### config.mk
export PLATFORM = sky130hd
export DESIGN_NAME = reg_file
export DESIGN_NICKNAME = d
export VERILOG_FILES = /design/src/rtl/reg_file_pkg.sv /design/src/rtl/reg_file_read_port.sv /design/src/rtl/reg_file.sv
export SDC_FILE = /design/constraint.sdc
export NUM_CORES = 2
export LEC_CHECK = 0
export BUFFER_PORTS_ARGS = -buffer_cell sky130_fd_sc_hd__buf_2
export CAP_MARGIN = 30
export CELL_PAD_IN_SITES_DETAIL_PLACEMENT = 2
export CELL_PAD_IN_SITES_GLOBAL_PLACEMENT = 2
export CORE_MARGIN = 4
export CORE_UTILIZATION = 40
export DETAILED_ROUTE_END_ITERATION = 16
export PLACE_DENSITY = 0.68
export SETUP_SLACK_MARGIN = 0.1
export SLEW_MARGIN = 30
export SYNTH_ARGS = -nofsm -noshare
export SYNTH_HDL_FRONTEND = slang
export SYNTH_SLANG_ARGS = --single-unit
### constraint.sdc
create_clock -name clk_in -period 7.2 [get_ports clk_in]
set_input_delay 1.08 -clock clk_in [delete_from_list [all_inputs] [get_ports clk_in]]
set_output_delay 1.08 -clock clk_in [all_outputs]
set_load 0.01 [all_outputs]
### src/rtl/reg_file_pkg.sv
// Shared widths, types and helpers for the architectural register file
// and its rename-tag table.
package reg_file_pkg;

  localparam int ROB_WIDTH = 5;
  localparam int NUM_REGS  = 32;
  localparam int XLEN      = 32;
  localparam int REG_IDX_W = $clog2(NUM_REGS);
  localparam int CNT_W     = 32;

  typedef logic [ROB_WIDTH-1:0] rob_id_t;
  typedef logic [REG_IDX_W-1:0] reg_id_t;
  typedef logic [XLEN-1:0]      xlen_t;

  // ROB id 0 means "no producer": the register value is ready.
  localparam rob_id_t ROB_ID_NONE = '0;

  function automatic logic is_zero_reg(input reg_id_t id);
    return (id == reg_id_t'(0));
  endfunction

endpackage

### src/rtl/reg_file_read_port.sv
// One combinational source-operand port: index -> {value, producer tag}.
// A commit presented this cycle is forwarded so the reader never sees a stale value or tag.
module reg_file_read_port
  import reg_file_pkg::*;
(
  input  reg_id_t                          rs_id,
  input  logic [NUM_REGS-1:0][XLEN-1:0]    regs,
  input  logic [NUM_REGS-1:0][ROB_WIDTH-1:0] tags,
  input  logic                             commit_enabled,
  input  reg_id_t                          commit_reg_id,
  input  xlen_t                            commit_data,
  input  rob_id_t                          commit_rob_id,
  output xlen_t                            rs_value,
  output rob_id_t                          rs_tag
);

  always_comb begin
    rs_value = '0;
    rs_tag   = ROB_ID_NONE;
    if (!is_zero_reg(rs_id)) begin
      if (commit_enabled && (commit_reg_id == rs_id)) begin
        rs_value = commit_data;
      end else begin
        rs_value = regs[rs_id];
      end
      // Matching on the ROB id alone is enough: ids are unique while in flight.
      if (commit_enabled && (tags[rs_id] == commit_rob_id)) begin
        rs_tag = ROB_ID_NONE;
      end else begin
        rs_tag = tags[rs_id];
      end
    end
  end

endmodule

### src/rtl/reg_file.sv
// Architectural register file plus rename-tag table: takes ROB commits and flushes,
// records dispatch renames, and serves two combinational source-read ports.
module reg_file
  import reg_file_pkg::*;
(
  input  logic                 clk_in,
  input  logic                 rst_in,
  input  logic                 flush_in,
  input  logic                 commit_enabled,
  input  logic [REG_IDX_W-1:0] commit_reg_id,
  input  logic [XLEN-1:0]      commit_data,
  input  logic [ROB_WIDTH-1:0] commit_rob_id,
  input  logic                 rename_enabled,
  input  logic [REG_IDX_W-1:0] rename_reg_id,
  input  logic [ROB_WIDTH-1:0] rename_rob_id,
  input  logic [REG_IDX_W-1:0] rs1_id,
  input  logic [REG_IDX_W-1:0] rs2_id,
  output logic [XLEN-1:0]      rs1_value,
  output logic [XLEN-1:0]      rs2_value,
  output logic [ROB_WIDTH-1:0] rs1_tag,
  output logic [ROB_WIDTH-1:0] rs2_tag,
  output logic [CNT_W-1:0]     commit_count
);

  logic [NUM_REGS-1:0][XLEN-1:0]      regs;
  logic [NUM_REGS-1:0][ROB_WIDTH-1:0] tags;

  // Later non-blocking writes take priority: flush beats rename beats the commit tag clear.
  always_ff @(posedge clk_in or negedge rst_in) begin
    if (!rst_in) begin
      regs         <= '0;
      tags         <= '0;
      commit_count <= '0;
    end else begin
      if (commit_enabled) begin
        commit_count <= commit_count + CNT_W'(1);
        if (!is_zero_reg(commit_reg_id)) begin
          regs[commit_reg_id] <= commit_data;
          if (tags[commit_reg_id] == commit_rob_id) begin
            tags[commit_reg_id] <= ROB_ID_NONE;
          end
        end
      end
      if (flush_in) begin
        tags <= '0;
      end else if (rename_enabled && !is_zero_reg(rename_reg_id)) begin
        tags[rename_reg_id] <= rename_rob_id;
      end
    end
  end

  reg_file_read_port u_rs1_port (
    .rs_id          (rs1_id),
    .regs           (regs),
    .tags           (tags),
    .commit_enabled (commit_enabled),
    .commit_reg_id  (commit_reg_id),
    .commit_data    (commit_data),
    .commit_rob_id  (commit_rob_id),
    .rs_value       (rs1_value),
    .rs_tag         (rs1_tag)
  );

  reg_file_read_port u_rs2_port (
    .rs_id          (rs2_id),
    .regs           (regs),
    .tags           (tags),
    .commit_enabled (commit_enabled),
    .commit_reg_id  (commit_reg_id),
    .commit_data    (commit_data),
    .commit_rob_id  (commit_rob_id),
    .rs_value       (rs2_value),
    .rs_tag         (rs2_tag)
  );

endmodule

==> impl_summary.log <==
INFO  metric achievable_freq = 0.171 GHz
INFO  metric fin_nets = 4581
INFO  metric synth.top_cells.by_area = dfrtp_1 (45%), mux4_2 (23%), mux2_2 (16%)
INFO  metric regToRegSetupSlack = 3.61 ns
INFO  metric post_synth_xor_area_fraction = 0.594%
INFO  metric globalRouteTotalUtil = 28.0%
INFO  metric synthesis.yosys.warnings = 0
INFO  metric ant_nets = 0
INFO  metric worst_path_dominant_cell_family = simple AND/OR/NAND/NOR gates
INFO  metric viasPerCell = 6.57
INFO  metric met2_wirelength = 120 mm
INFO  metric worst-path-max-fanout = 42
INFO  metric seq_area = 30400 µm²
INFO  metric synth-edff-count = 0
INFO  metric final_setup_vio_count = 0
INFO  metric post-route-drc-count = 0
INFO  metric cts.sink_count = 1216
INFO  metric total_leakage_power = 31.9 nW
INFO  metric status = completed
INFO  metric ios = 173
INFO  metric power_density = 270 nW/µm²
INFO  metric detailroute.wirelength.met3 = 11.6 mm
INFO  metric tritoncts = done
INFO  metric crit_path_kind = in2out
INFO  metric slowest_stage = nor4_1
INFO  metric async_flop_share = 100%
INFO  metric syn-mean-instance-area = 14.8 µm²
INFO  metric finalCritPeriodShare = 81.3%
INFO  metric worstReg2RegEnd = tags[60]
INFO  metric n_antenna_cell = 0
INFO  metric highest_layer = met5
INFO  metric port_buffers = 172
INFO  metric vdd_ir_drop_max = 0.000192 V
INFO  metric worst-r2r-cell-count = 8
INFO  metric synth_simple_gate_area_share = 5.62%
INFO  metric yosys.cell_types.count = 67
INFO  metric fp.dieH = 420 µm
INFO  metric post_cts_resize_count = 0
INFO  metric layout.cells.most_common_list = dfrtp_1 (1216), mux2_2 (979), mux4_2 (689)
INFO  metric crit_chain = buf_8 > xor2_1 > nor4_1 > nand3_4 > buf_4 > o2111ai_1 > o21ai_0 > nor2_1 > buf_2
INFO  metric grt_setup_unrepaired = false
INFO  metric setup.worst_path.start_class = primary input
INFO  metric synth_ff_type = dfrtp_1
INFO  metric floorplan.die_area = 176000 µm²
INFO  metric crit_required = 6.12 ns
INFO  metric stdcell_area = 75900 µm²
INFO  metric compound_cell_area_share_of_the_yosys_netlist = 3.59%
INFO  metric placementRows = 150
INFO  metric crit_buf_inv = 3
INFO  metric routedWlPerCell = 36.0 µm
INFO  metric netlist.area_leader.share = 44.9%
INFO  metric hold_buffers = 0
INFO  metric detailedRoute.firstPassIterationCount = 5
INFO  metric share_of_cell_area_taken_by_muxes_after_synthesis = 42.1%
INFO  metric synthAdderAreaFrac = 0.0185%
INFO  metric slew_violations = 0
INFO  metric synth_seq_cells = 1216
INFO  metric drive_gt1_share = 49.3%
INFO  metric setup-tns-final = 0 ns
INFO  metric worstPathArrival = 4.77 ns
INFO  metric cts_setup_buffers = 0
INFO  metric mostFrequentLayoutCell = dfrtp_1
INFO  metric finClkSkew = 0.0272 ns
INFO  metric cts_root_buf = clkbuf_16
INFO  metric initialDrtViolationCount = 3877
INFO  metric syn-cell-area = 67800 µm²
INFO  metric worst_r2r_startpoint = tags[96]
INFO  metric clock_tree_buf_depth = 3
INFO  metric wirelength_met1 = 105 mm
INFO  metric clkLatencyLatePin = 0.80 ns
INFO  metric worst_hold_path_type = in2async
INFO  metric first_global_vias = 49100
INFO  metric area.growth.synth_to_final = 11.9%
INFO  metric gr-total-overflow = 0
INFO  metric num-fill-cells = 15700
INFO  metric die_w = 420 µm
INFO  metric grt_antenna_before_repair = 9
INFO  metric place.detailed.hpwl = 149 mm
INFO  metric timing.max_slew.rel_slack = 27.1%
INFO  metric synth_fp_nets = 4636
INFO  metric worst_pin_slew = 1.09 ns
INFO  metric dpl_cell_area = 71000 µm²
INFO  metric detail_route.wirelength = 246 mm
INFO  metric min_period = 5.85 ns
INFO  metric critical-path-max-stage-delay = 0.85 ns
INFO  metric cp-end-kind = output pin
INFO  metric cts_inserted_buffers = 144
INFO  metric routed-via-count = 44900
INFO  metric report.final.hold_viol_count = 0
INFO  metric floorplan.initialDensity = 40.4%
INFO  metric synth_top_family_by_area = multiplexers
INFO  metric synth_cells = 4568
INFO  metric final_replace_weighted_congestion = 0.899
INFO  metric post-synth-top-area-cell = dfrtp_1
INFO  metric synth-seq-area-share = 44.9%
INFO  metric grt_pass1_wl = 362 mm
INFO  metric placeableCoreArea = 168000 µm²
INFO  metric path_clk_slew = 0.06 ns
INFO  metric clock_tree.htree_level_count = 4
INFO  metric multi_input_comb_area = 35500 µm²
INFO  metric drv.max_cap_violation_count = 0
INFO  metric grt_max_degree = 170
## flip-flops by register name, summed over array words and instances (netlist names)
name          flops
commit_count     32
regs           1024
tags            160
## cell families after synthesis
| family | count (synthesis) |
|---|---|
| compound gates | 360 |
| flops | 1216 |
| simple gates | 571 |
| mux | 1863 |
| fa+ha+maj | 1 |
| xor+xnor | 46 |
| buf+inv | 511 |
## worst reg2reg max path, stage by stage, from the launching register on
cell and delay, ns:
dfrtp_1 0.41, mux2i_1 0.36, o22ai_1 0.15, nor4_1 0.44, a21oi_1 0.13, or4_4 0.78
buf_4 0.42, nor4b_4 0.57, o22ai_1 0.17
## synth_stat cells, types with 8 or more instances
master / number
nand3b_1: 160
a311oi_1: 8
o2111ai_1: 8
nor4b_4: 16
and3_1: 12
nand2_1: 99
xor2_1: 18
xnor2_1: 28
buf_1: 50
nand4_1: 12
a211oi_1: 72
a31oi_1: 8
a22oi_1: 12
mux2_1: 30
nor3_1: 23
buf_4: 13
mux2i_1: 165
o22ai_1: 197
dfrtp_1: 1216
nor4_1: 14
buf_2: 80
nand2b_1: 13
o21ai_0: 10
nor4_4: 15
a21oi_1: 16
nor2_1: 105
nor2b_1: 30
mux2_2: 979
mux4_2: 689
nand3_1: 30
clkbuf_1: 347
## worst max path at each step
| stage | from | endpoint | cells after the start |
|---|---|---|---|
| floorplan | rs2_id[0] | rs2_value[20] | 8 |
| global placement | rs2_id[0] | rs2_value[12] | 9 |
| detailed placement | rs2_id[0] | rs2_value[12] | 9 |
| CTS | rs2_id[0] | rs2_value[12] | 9 |
| global route | rs2_id[0] | rs2_value[12] | 9 |
| finish | rs2_id[0] | rs2_value[12] | 9 |
## final cells by class
class	instances	area share (%)
inverters	8	0.0396
multi-input cells	2841	46.8
clock buffers	204	5.47
well taps	2204	3.63
clock inverters	52	0.877
flip-flops and latches	1216	40.1
repair buffers	302	3.10
## stage by stage
stage / cells / hold WS [ns] / power, mW / util (%) / setup WS [ns]
after floorplan: 4568 / 0.441 / 11.6 / - / 2.63
after global placement: 6562 / 0.377 / 12.8 / 42.2 / 1.50
after detailed placement: 6569 / 0.385 / 13.0 / 42.3 / 1.44
after CTS: 6825 / 0.338 / 20.7 / 45.2 / 1.42
after global routing: 6827 / 0.122 / 21.4 / 45.2 / 1.30
final: 6827 / 0.134 / 20.5 / 45.2 / 1.35
## layer usage
layer | up-vias | GRT usage, %
li1 | 17900 | -
met1 | 25100 | 38.3
met2 | 1487 | 46.1
met3 | 434 | 3.92
met4 | 2 | 9.74
met5 | - | 0
## where the power goes
group	internal (mW)	leakage (nW)	total, mW	switching, mW
Clock	4.46	2.38	7.57	3.11
Combinational	2.36	13.7	4.10	1.74
Sequential	7.96	15.8	8.86	0.905
No activity file was read; power rests on OpenSTA's default activity.
